[config.mk]
export PLATFORM = sky130hd
export DESIGN_NAME = mpu_i2c_target
export DESIGN_NICKNAME = d
export VERILOG_FILES = /design/src/rtl/mpu_i2c_target.sv
export SDC_FILE = /design/constraint.sdc
export NUM_CORES = 1
export LEC_CHECK = 0
export ABC_AREA = 1
export CAP_MARGIN = 0
export CORE_ASPECT_RATIO = 2
export CORE_MARGIN = 4
export CORE_UTILIZATION = 62
export CTS_CLUSTER_SIZE = 24
export DETAILED_ROUTE_END_ITERATION = 12
export PLACE_DENSITY = 0.86
export SYNTH_ARGS = -nofsm -noshare
export SYNTH_HDL_FRONTEND = slang
export SYNTH_SLANG_ARGS = --single-unit
[constraint.sdc]
create_clock -name clock -period 3.7 [get_ports clock]
set_input_delay 0.555 -clock clock [delete_from_list [all_inputs] [get_ports clock]]
set_output_delay 0.555 -clock clock [all_outputs]
set_load 0.05 [all_outputs]
[src/rtl/mpu_i2c_target.sv]
// I2C responder emulating the MPU accelerometer register file.
// Define MPU_TARGET_WRITE_EN to accept data-byte writes (PWR_MGMT_1, wr_*).
module mpu_i2c_target #(
    parameter logic [6:0] TARGET_ADDR = 7'h68,
    parameter logic [7:0] WHO_AM_I    = 8'h68
) (
    input  logic        clock,
    input  logic        reset,
    input  logic        scl_in,
    input  logic        sda_in,
    output logic        sda_oe,
    input  logic        sample_valid,
    input  logic [15:0] sample_x,
    input  logic [15:0] sample_y,
    input  logic [15:0] sample_z,
    output logic        busy,
    output logic        wr_strobe,
    output logic [7:0]  wr_addr,
    output logic [7:0]  wr_data
);

    typedef enum logic [3:0] {
        IDLE, ADDR, ADDR_ACK, REG, REG_ACK,
        WDATA, WDATA_ACK, RDATA, MACK
    } state_t;

    state_t      state_q, state_d;
    logic [2:0]  scl_sync_q, scl_sync_d;
    logic [2:0]  sda_sync_q, sda_sync_d;
    logic [3:0]  cnt_q, cnt_d;
    logic [7:0]  sr_q, sr_d;
    logic [7:0]  tx_q, tx_d;
    logic [7:0]  ptr_q, ptr_d;
    logic [7:0]  pwr_q, pwr_d;
    logic        ack_q, ack_d;
    logic        sda_oe_q, sda_oe_d;
    logic        busy_q, busy_d;
    logic [47:0] live_q, live_d;
    logic [47:0] shadow_q, shadow_d;
    logic        wr_strobe_q, wr_strobe_d;
    logic [7:0]  wr_addr_q, wr_addr_d;
    logic [7:0]  wr_data_q, wr_data_d;

    logic        scl_s, scl_p, sda_s, sda_p;
    logic        scl_rise, scl_fall, start_c, stop_c;
    logic [7:0]  rd_byte;

    function automatic logic [7:0] reg_read(input logic [7:0]  idx,
                                            input logic [47:0] d,
                                            input logic [7:0]  pwr);
        case (idx)
            8'h3B:   reg_read = d[47:40];
            8'h3C:   reg_read = d[39:32];
            8'h3D:   reg_read = d[31:24];
            8'h3E:   reg_read = d[23:16];
            8'h3F:   reg_read = d[15:8];
            8'h40:   reg_read = d[7:0];
            8'h6B:   reg_read = pwr;
            8'h75:   reg_read = WHO_AM_I;
            default: reg_read = 8'h00;
        endcase
    endfunction

    assign scl_s    = scl_sync_q[1];
    assign scl_p    = scl_sync_q[2];
    assign sda_s    = sda_sync_q[1];
    assign sda_p    = sda_sync_q[2];
    assign scl_rise = scl_s & ~scl_p;
    assign scl_fall = ~scl_s & scl_p;
    assign start_c  = scl_s & scl_p & sda_p & ~sda_s;
    assign stop_c   = scl_s & scl_p & ~sda_p & sda_s;

    // First read byte is fetched in the same cycle the shadow is captured.
    assign rd_byte = reg_read(ptr_q, (state_q == ADDR_ACK) ? live_q : shadow_q, pwr_q);

    always_comb begin
        state_d     = state_q;
        scl_sync_d  = {scl_sync_q[1:0], scl_in};
        sda_sync_d  = {sda_sync_q[1:0], sda_in};
        cnt_d       = cnt_q;
        sr_d        = sr_q;
        tx_d        = tx_q;
        ptr_d       = ptr_q;
        pwr_d       = pwr_q;
        ack_d       = ack_q;
        sda_oe_d    = sda_oe_q;
        busy_d      = busy_q;
        shadow_d    = shadow_q;
        live_d      = sample_valid ? {sample_x, sample_y, sample_z} : live_q;
        wr_strobe_d = 1'b0;
        wr_addr_d   = wr_addr_q;
        wr_data_d   = wr_data_q;

        if (start_c) begin
            state_d  = ADDR;
            cnt_d    = 4'd0;
            sda_oe_d = 1'b0;
        end else if (stop_c) begin
            state_d  = IDLE;
            sda_oe_d = 1'b0;
            busy_d   = 1'b0;
        end else begin
            case (state_q)
                ADDR, REG, WDATA: begin
                    if (scl_rise && cnt_q < 4'd8) begin
                        sr_d  = {sr_q[6:0], sda_s};
                        cnt_d = cnt_q + 4'd1;
                    end
                    if (scl_fall && cnt_q == 4'd8) begin
                        cnt_d = 4'd0;
                        if (state_q == ADDR) begin
                            if (sr_q[7:1] == TARGET_ADDR) begin
                                state_d  = ADDR_ACK;
                                sda_oe_d = 1'b1;
                                busy_d   = 1'b1;
                            end else begin
                                state_d = IDLE;
                                busy_d  = 1'b0;
                            end
                        end else if (state_q == REG) begin
                            state_d  = REG_ACK;
                            sda_oe_d = 1'b1;
                        end else begin
`ifdef MPU_TARGET_WRITE_EN
                            state_d  = WDATA_ACK;
                            sda_oe_d = 1'b1;
`else
                            state_d  = IDLE;
`endif
                        end
                    end
                end
                ADDR_ACK: begin
                    if (scl_fall) begin
                        cnt_d = 4'd0;
                        if (sr_q[0]) begin
                            shadow_d = live_q;
                            tx_d     = rd_byte;
                            sda_oe_d = ~rd_byte[7];
                            state_d  = RDATA;
                        end else begin
                            sda_oe_d = 1'b0;
                            state_d  = REG;
                        end
                    end
                end
                REG_ACK: begin
                    if (scl_fall) begin
                        ptr_d    = sr_q;
                        cnt_d    = 4'd0;
                        sda_oe_d = 1'b0;
                        state_d  = WDATA;
                    end
                end
`ifdef MPU_TARGET_WRITE_EN
                WDATA_ACK: begin
                    if (scl_fall) begin
                        wr_strobe_d = 1'b1;
                        wr_addr_d   = ptr_q;
                        wr_data_d   = sr_q;
                        if (ptr_q == 8'h6B) pwr_d = sr_q;
                        ptr_d    = ptr_q + 8'd1;
                        cnt_d    = 4'd0;
                        sda_oe_d = 1'b0;
                        state_d  = WDATA;
                    end
                end
`endif
                RDATA: begin
                    if (scl_rise) cnt_d = cnt_q + 4'd1;
                    if (scl_fall) begin
                        if (cnt_q == 4'd8) begin
                            ptr_d    = ptr_q + 8'd1;
                            cnt_d    = 4'd0;
                            sda_oe_d = 1'b0;
                            state_d  = MACK;
                        end else begin
                            tx_d     = {tx_q[6:0], 1'b0};
                            sda_oe_d = ~tx_q[6];
                        end
                    end
                end
                MACK: begin
                    if (scl_rise) ack_d = sda_s;
                    if (scl_fall) begin
                        if (!ack_q) begin
                            tx_d     = rd_byte;
                            sda_oe_d = ~rd_byte[7];
                            cnt_d    = 4'd0;
                            state_d  = RDATA;
                        end else begin
                            busy_d  = 1'b0;
                            state_d = IDLE;
                        end
                    end
                end
                default: state_d = IDLE;
            endcase
        end
    end

    always_ff @(posedge clock) begin
        if (reset) begin
            state_q     <= IDLE;
            scl_sync_q  <= 3'b000;
            sda_sync_q  <= 3'b000;
            cnt_q       <= 4'd0;
            sr_q        <= 8'h00;
            tx_q        <= 8'h00;
            ptr_q       <= 8'h00;
            pwr_q       <= 8'h40;
            ack_q       <= 1'b0;
            sda_oe_q    <= 1'b0;
            busy_q      <= 1'b0;
            live_q      <= 48'h0;
            shadow_q    <= 48'h0;
            wr_strobe_q <= 1'b0;
            wr_addr_q   <= 8'h00;
            wr_data_q   <= 8'h00;
        end else begin
            state_q     <= state_d;
            scl_sync_q  <= scl_sync_d;
            sda_sync_q  <= sda_sync_d;
            cnt_q       <= cnt_d;
            sr_q        <= sr_d;
            tx_q        <= tx_d;
            ptr_q       <= ptr_d;
            pwr_q       <= pwr_d;
            ack_q       <= ack_d;
            sda_oe_q    <= sda_oe_d;
            busy_q      <= busy_d;
            live_q      <= live_d;
            shadow_q    <= shadow_d;
            wr_strobe_q <= wr_strobe_d;
            wr_addr_q   <= wr_addr_d;
            wr_data_q   <= wr_data_d;
        end
    end

    assign sda_oe    = sda_oe_q;
    assign busy      = busy_q;
    assign wr_strobe = wr_strobe_q;
    assign wr_addr   = wr_addr_q;
    assign wr_data   = wr_data_q;

endmodule
* Word level (Yosys, flattened, before mapping) *
Cells that the tools add are included.

word-level totals
  output and inout port bits = 19
  bits of input ports = 53
  flip-flop bits (word level) = 136

operators by class
  bitwise operators = 15
  order comparisons = 1
  eq/ne operators = 40
  reductions and logical operators = 21
  add/subtract/negate cells = 2
  muxes and demuxes = 55

operators by type and width
  operator             number
  $pmux 8 s8           1
  $mux 4               15
  $mux 48              1
  $mux 7               6
  $eq 8x6->1 const B   5
  $reduce_and 6->1     5
  $eq 8x7->1 const B   3
  $mux 8               3
  $ne 4x4->1 const B   6
  $ne 3x3->1 const B   7
  $pmux 7 s3           1
  $pmux 4 s5           1
  $mux 1               19
  $ne 2x2->1 const B   9
  $reduce_and 9->1     2
  $pmux 4 s4           1
  $pmux 8 s2           1
  $eq 4x3->1 const B   3
  $mux 3               3
  $add 8x1->8 const B  1
  $eq 4x2->1 const B   2
  $eq 4x4->1 const B   2
  $not 1->1            8
  $reduce_and 4->1     2
  other kinds (17)     27

* Logic depth before layout (Yosys ltp) *
Gate-level depths: netlist (run 1).

  depth in word-level cells = 7
  mapped depth = 13

* Worst setup path after synthesis (run 1) *
Ideal clock, no wire load.

  path type = register -> register
  start point = register cnt_q[0]
  end point = register tx_q[0]
  buffers on the path = 0
  setup time = 0.069 ns
  cell stages (with the launch flop) = 12
  arrival time = 1.574 ns
  data required time = 3.631 ns
  slack = 2.057 ns
  path through = dfxtp_1 -> inv_1 -> ha_1 -> nand3b_1 -> nand2_4 -> clkinv_1 -> nor2_1 -> nor2_4 -> nand2_4 -> nor2_8 -> nand2_2 -> a21oi_2

on the way
  word-level cells in the longest chain between the ends = 3

ends and longest elaborated chain
  what                        RTL line  source
  from (decl)                 30        logic [3:0] cnt_q, cnt_d;
  from (signal assigned)      224       cnt_q <= cnt_d;
  $eq 4x4->1                  172       if (cnt_q == 4'd8) begin
  $ne 2x2->1 (no line)        --
  $reduce_and 9->1 (no line)  --
  to (signal assigned)        226       tx_q <= tx_d;
  to (decl)                   32        logic [7:0] tx_q, tx_d;

Every way passes these cells.
A chain may end at the register's enable or synchronous reset.

* Worst setup path after layout (run 1) *
  start point = register state_q[1]
  end point = register shadow_q[23]

on the way
  word-level cells in the longest chain between the ends = 2

ends and longest elaborated chain
  what                        RTL line  source
  from (decl)                 27        state_t state_q, state_d;
  from (signal assigned)      221       state_q <= state_d;
  $eq 4x2->1                  103       case (state_q)
  $reduce_and 5->1 (no line)  --
  to (signal assigned)        233       shadow_q <= shadow_d;
  to (decl)                   39        logic [47:0] shadow_q, shadow_d;

Every way passes these cells.

==> key figures, run 1 <==
Outcome
  • Status: finished, final reports clean

Cells and area
  • Commonest non-fill, non-tap cell in the layout: nand2_1
  • # diodes: 0
  • Finished Core Util: 0.7413
  • Final #Nets: 1,151
  • Final std cells w/o fill: 1,245
  • Area grow syn2layout: 16.55%
  • Final instance area: 8114 µm²
  • Share of cells above drive strength 1: 0.06878
  • Fillers: 913
  • Commonest cells after routing, fill and taps aside: 245 x nand2_1, 196 x nor2_1, 136 x dfxtp_1

Power and ir drop
  • Lkg Pwr: 3.524 nW
  • Maximum vdd drop: 0.0004088 V
  • Power Dens Cells: 442.9 nW/µm²

Clock tree
  • Post-CTS Setup Inserts: 0
  • Worst skew pair latency: 0.42 ns
  • Clock Tree Root: clkbuf_16
  • Post-CTS sizing: 0
  • Num Clock Sinks: 136
  • H-Tree Depth: 4
  • CTS max path bufs: 2
  • Clk slew on worst S/H paths: 0.06 ns
  • CTS tree: built
  • Hold Buf Count CTS: 0
  • TritonCTS Buffers: 17

Setup path
  • Worst path max stage delay: 0.62 ns
  • WP data required: 4.02 ns
  • Crit path cell chain: inv_2 -> nor2_2 -> buf_4 -> nand2_2 -> inv_1 -> nand2_1 -> buf_4 -> inv_2 -> nor2_1 -> a211oi_1
  • Worst setup EP type: flop
  • Reg2Reg Setup Slack: 1.10 ns
  • CP max stage cell: inv_2
  • CP Max Fanout: 53
  • CP startpoint kind: flop
  • CP Data Arrival Time: 2.92 ns
  • CP startpoint: state_q[1]
  • Setup CP Type: flop to flop
  • Setup crit end: shadow_q[23]
  • Worst reg-to-reg path cell count: 10
  • R2R Path End: shadow_q[23]
  • Worst r2r src: state_q[1]

GRT
  • Antenna violations before repair: 0
  • First-pass GRT wire length: 30.84 mm
  • Met1 track demand over resource: 0.2794
  • Grt met3 use: 0.04323
  • Met2 Use GR: 0.5567
  • GRT Total Usage: 0.2914
  • Largest net degree at the start of global routing: 74
  • Vias in the first global route: 6,679
  • Gr busiest metal: met2
  • GRT overflow: 0

Routing
  • Drt wl/cell: 15.37 µm
  • DR vias: 6,916
  • Drt initial violations: 377
  • Pre-Repair DR Iteration Count: 5
  • Drt total wl: 19.14 mm
  • Post-DRT Antenna Nets: 0
  • Routed vias/inst: 5.555
  • Residual DRC: 0

Floorplanning
  • Die Span X: 82.93 µm
  • Starting Density: 0.6360
  • Die height: 157.9 µm
  • Core area: 10,950 µm²
  • # rows: 54
  • Boundary Pins: 72
  • Die area: 13,090 µm²

STA
  • Fin. Hold Viols: 0
  • Slew headroom: 0.4824
  • Worst Tran Pin Value: 0.7736 ns
  • Finish-stage setup viols: 0
  • Min Tclk post-route: 2.600 ns
  • Smallest hold slack: 0.4118 ns
  • Fmax: 384.7 MHz
  • Slew Viols, Final: 0
  • RSZ-0062 raised after global routing: false
  • Fin crit share: 0.7026
  • Clock skew: 0.009497 ns
  • Setup_tns: 0 ns

Place
  • Dpl cell area: 7461 µm²
  • Gpl congestion: 0.9759
  • IO buf count: 54
  • Post-DP HPWL: 13.10 mm
  • DP Cell Count: 1,213

Run
  • Max Cap Viol: 0

Synth
  • Seq/Total Area, Yosys: 0.3911
  • Area share of the largest cell type after synthesis: 0.3911
  • Avg Cell Area, Syn: 6.531 µm²
  • Main area contributors after synthesis: dfxtp_1 39%, nand2_1 13%, nor2_1 11%
  • Synthesized area: 6962 µm²
  • Flops & latches, synth: 136
  • Netlist cell types: 34
  • Yosys warnings: 0
  • Cells after Synth: 1,066
  • Area leader, netlist: dfxtp_1

Worst hold path
  • Hold WC Path Type: flop to flop
## state kept, by name (all words and copies together) (netlist names)
| name | cells |
|---|---|
| live_q | 48 |
| shadow_q | 48 |
| ptr_q | 8 |
| sr_q | 8 |
| tx_q | 7 |
| cnt_q | 4 |
| state_q | 4 |
| scl_sync_q | 3 |
| sda_sync_q | 3 |
| ack_q | 1 |
| busy | 1 |
| sda_oe | 1 |
## cell families after synthesis
group | share of synthesized area
XOR/XNOR | 0.001258
buffers and inverters | 0.09885
adder cells (fa/ha/maj) | 0.01078
AO/OA/AOI/OAI | 0.1567
other | 0.0005387
AND/OR/NAND/NOR | 0.3408
flip-flops | 0.3911
## per-stage QoR
stage          worst slack, ns  power, mW
2_1_floorplan            2.057      1.689
3_3_place_gp             1.271      1.763
3_5_place_dp             1.196      1.768
4_1_cts                  1.138      3.600
5_1_grt                 0.8153      3.693
6_report                 1.100      3.594
## cell type report
| type | count | area [µm²] | area share |
|---|---|---|---|
| Timing Repair Buffer | 63 | 633.1 | 0.07803 |
| Tap cell | 140 | 175.2 | 0.02159 |
| Sequential cell | 136 | 2723 | 0.3355 |
| Inverter | 85 | 319.1 | 0.03932 |
| Multi-Input combinational cell | 789 | 3611 | 0.4450 |
| Clock buffer | 20 | 466.7 | 0.05752 |
| Clock inverter | 12 | 186.4 | 0.02298 |
## worst max-delay path: cells and delay by family (launching register included)
| kind | cells | cell delay (ns) |
|---|---|---|
| buf+inv | 5 | 1.50 |
| flops | 1 | 0.41 |
| simple gates | 4 | 0.35 |
| compound gates | 1 | 0.21 |
## power breakdown
part | internal (mW) | switching (mW) | leakage [nW]
clock network | 1.19 | 0.663 | 0.322
logic | 0.0829 | 0.125 | 2.09
registers | 1.50 | 0.0267 | 1.11
total | 2.78 | 0.814 | 3.52
## routing by layer
| layer | vias up | part of all wire |
|---|---|---|
| met4 | 0 | 0.063 |
| met3 | 74 | 0.043 |
| met2 | 236 | 0.54 |
| met5 | - | 0 |
| met1 | 3158 | 0.35 |
| li1 | 3448 | - |
## synthesized netlist by cell type
master and number:
nor2_8 1, inv_1 80, nor2_2 4, nand2_4 2, xor2_1 1, o2111ai_1 2, nand3_2 2, nor2_4 3
a21oi_1 53, inv_2 4, o21ai_1 3, o22ai_1 2, or2_2 1, conb_1 1, a211oi_1 11, buf_2 13
clkbuf_1 34, nand2_1 245, clkinv_1 1, buf_4 22, a21oi_2 7, dfxtp_1 136, nand4_1 7, a31oi_1 4
buf_1 3, o211ai_1 1, nand3_1 74, o21ai_0 119, ha_1 6, nand2_2 10, nand3b_1 11, o221ai_1 1
nor3_1 6, nor2_1 196
## how the worst min path moves through the flow
| stage | startpoint | to | slack, ns | cells past startpoint |
|---|---|---|---|---|
| 2_1_floorplan | scl_sync_q[0] | scl_sync_q[1] | 0.39 | 2 |
| 3_3_place_gp | scl_sync_q[0] | scl_sync_q[1] | 0.40 | 2 |
| 3_5_place_dp | scl_sync_q[0] | scl_sync_q[1] | 0.41 | 2 |
| 4_1_cts | scl_sync_q[0] | scl_sync_q[1] | 0.42 | 2 |
| 5_1_grt | scl_sync_q[0] | scl_sync_q[1] | 0.44 | 2 |
| 6_report | scl_sync_q[0] | scl_sync_q[1] | 0.41 | 2 |
Note: power is estimated with default switching activity, not from simulation.
==> inputs of run 2 (changes only) <==
Settings changed: CORE_UTILIZATION 62 to 57, PLACE_DENSITY 0.86 to 0.8.
Clock period 3.7 ns to 2.7 ns, I/O delays scaled along.
==> key figures, run 2 (synthesis gave the netlist of run 1 again) <==
Cells and area
  • Finished Core Util: 0.6808
  • Share of cells above drive strength 1: 0.07297
  • Commonest non-fill, non-tap cell in the layout: nand2_1
  • # diodes: 0
  • Seq. cell area: 2723 µm²
  • Final #Nets: 1,157
  • Final std cells w/o fill: 1,255
  • Biggest regs: live_q x48, shadow_q x48
  • Multi-input gate area: 3611 µm²
  • Fillers: 1,065
  • Area grow syn2layout: 15.80%
  • Commonest cells after routing, fill and taps aside: 245 x nand2_1, 196 x nor2_1, 136 x dfxtp_1

Routing
  • Drt total wl: 18.09 mm
  • DR vias: 6,745
  • Pre-Repair DR Iteration Count: 7
  • Routed vias/inst: 5.375
  • Drt initial violations: 325
  • Residual DRC: 0
  • Post-DRT Antenna Nets: 0
  • Drt wl/cell: 14.41 µm

STA
  • RSZ-0062 raised after global routing: false
  • Finish-stage setup viols: 0
  • Fin crit share: 0.7818
  • Fin. Hold Viols: 0
  • Clock skew: 0.01295 ns
  • Min Tclk post-route: 2.111 ns
  • Smallest hold slack: 0.4112 ns
  • Slew Viols, Final: 0
  • Setup_tns: 0 ns
  • Worst Tran Pin Value: 0.7482 ns
  • Fmax: 473.8 MHz
  • Slew headroom: 0.5005

Power and ir drop
  • P_int: 3.457 mW
  • Maximum vdd drop: 0.0004898 V
  • Switching share of power: 0.2480
  • Clk pwr share: 0.484
  • P_sw: 1.140 mW
  • Seq pwr share: 0.455
  • Lkg Pwr: 3.501 nW
  • Power Dens Cells: 570.3 nW/µm²
  • Combinational share of power: 0.060

Setup path
  • Setup CP Type: flop to flop
  • CP startpoint kind: flop
  • Worst setup EP type: flop
  • Worst r2r src: ptr_q[0]
  • CP Data Arrival Time: 2.46 ns
  • R2R Path End: tx_q[5]
  • Worst reg-to-reg path cell count: 9
  • CP Max Fanout: 8
  • Reg2Reg Setup Slack: 0.59 ns
  • WP data required: 3.04 ns

Clock tree
  • CTS max path bufs: 2
  • CTS tree: built
  • TritonCTS Buffers: 17
  • Num Clock Sinks: 136
  • Worst skew pair latency: 0.42 ns
  • Clk slew on worst S/H paths: 0.06 ns
  • Clock Tree Root: clkbuf_16
  • Post-CTS sizing: 0
  • H-Tree Depth: 4
  • Post-CTS Setup Inserts: 0
  • Hold Buf Count CTS: 0

Place
  • DP Cell Count: 1,224
  • IO buf count: 54
  • Gpl congestion: 1.001
  • Post-DP HPWL: 12.81 mm

GRT
  • Largest net degree at the start of global routing: 59
  • Antenna violations before repair: 0
  • Vias in the first global route: 6,407
  • GRT Total Usage: 0.2646
  • GRT overflow: 0
  • First-pass GRT wire length: 29.81 mm

Worst hold path
  • Hold Crit Start: sda_sync_q[0]
  • Min-Delay Path Depth: 2
  • Worst Hold End: sda_sync_q[1]
  • Hold WC Path Type: flop to flop

Floorplanning
  • Boundary Pins: 72
  • Die Span X: 86.15 µm
  • Starting Density: 0.5879
  • # rows: 56
  • Die height: 164.3 µm
  • Core area: 11,840 µm²
  • Die area: 14,150 µm²

Run
  • Max Cap Viol: 0

Outcome
  • Status: finished, final reports clean
==> run 2: changes by cell type in the layout (fill, tap and decap cells not counted), sizes merged <==
cell and change:
inv +3, clkbuf -3, clkinvlp +2, bufinv -3, buf +6
==> run 2: cell type report <==
type / instances / share of cell area
Clock buffer: 17 / 0.05277
Tap cell: 145 / 0.02251
Inverter: 85 / 0.03958
Multi-Input combinational cell: 789 / 0.4479
Sequential cell: 136 / 0.3377
Timing Repair Buffer: 69 / 0.08257
Clock inverter: 14 / 0.01692
==> run 2: per-stage QoR <==
| stage | area [µm²] | setup slack [ns] | total power [mW] |
|---|---|---|---|
| 2_1_floorplan | 7022 | 1.057 | 2.315 |
| 3_3_place_gp | 7500 | 0.6993 | 2.408 |
| 3_5_place_dp | 7500 | 0.6887 | 2.414 |
| 4_1_cts | 8061 | 0.6607 | 4.632 |
| 5_1_grt | 8061 | 0.3954 | 4.746 |
| 6_report | 8061 | 0.5892 | 4.598 |
==> run 2: worst max-delay path by stage <==
stage	start	end	slack, ns	cells after the start
after floorplan	cnt_q[0]	tx_q[0]	1.06	11
after global placement	ptr_q[0]	sda_oe	0.70	10
after detailed placement	ptr_q[0]	tx_q[5]	0.69	9
after CTS	ptr_q[0]	tx_q[5]	0.66	9
after global routing	ptr_q[0]	tx_q[6]	0.40	9
final	ptr_q[0]	tx_q[5]	0.59	9
==> run 2: metal layers <==
layer,share of wire,global-route usage,vias to the layer above
met3,0.036,0.04468,70
met4,0.057,0.1621,0
met1,0.38,0.2763,3031
met2,0.53,0.4800,189
met5,0,0,-
li1,-,-,3455
==> run 2: worst max-delay path: stages, from the launching register on <==
cell,delay (ns)
dfxtp_1,0.41
ha_1,0.27
nand3_1,0.20
nor2_1,0.60
nand2_1,0.14
nand2_1,0.14
nor2_1,0.05
nand2_1,0.07
nand2_2,0.06
a21oi_2,0.10
==> run 2: power groups by stage <==
stage	Combinational [mW]	Clock (mW)	Sequential [mW]
after global placement	0.272	0	2.14
after floorplan	0.190	0	2.12
final	0.276	2.23	2.09
after CTS	0.277	2.26	2.09
after detailed placement	0.276	0	2.14
after global routing	0.308	2.34	2.10
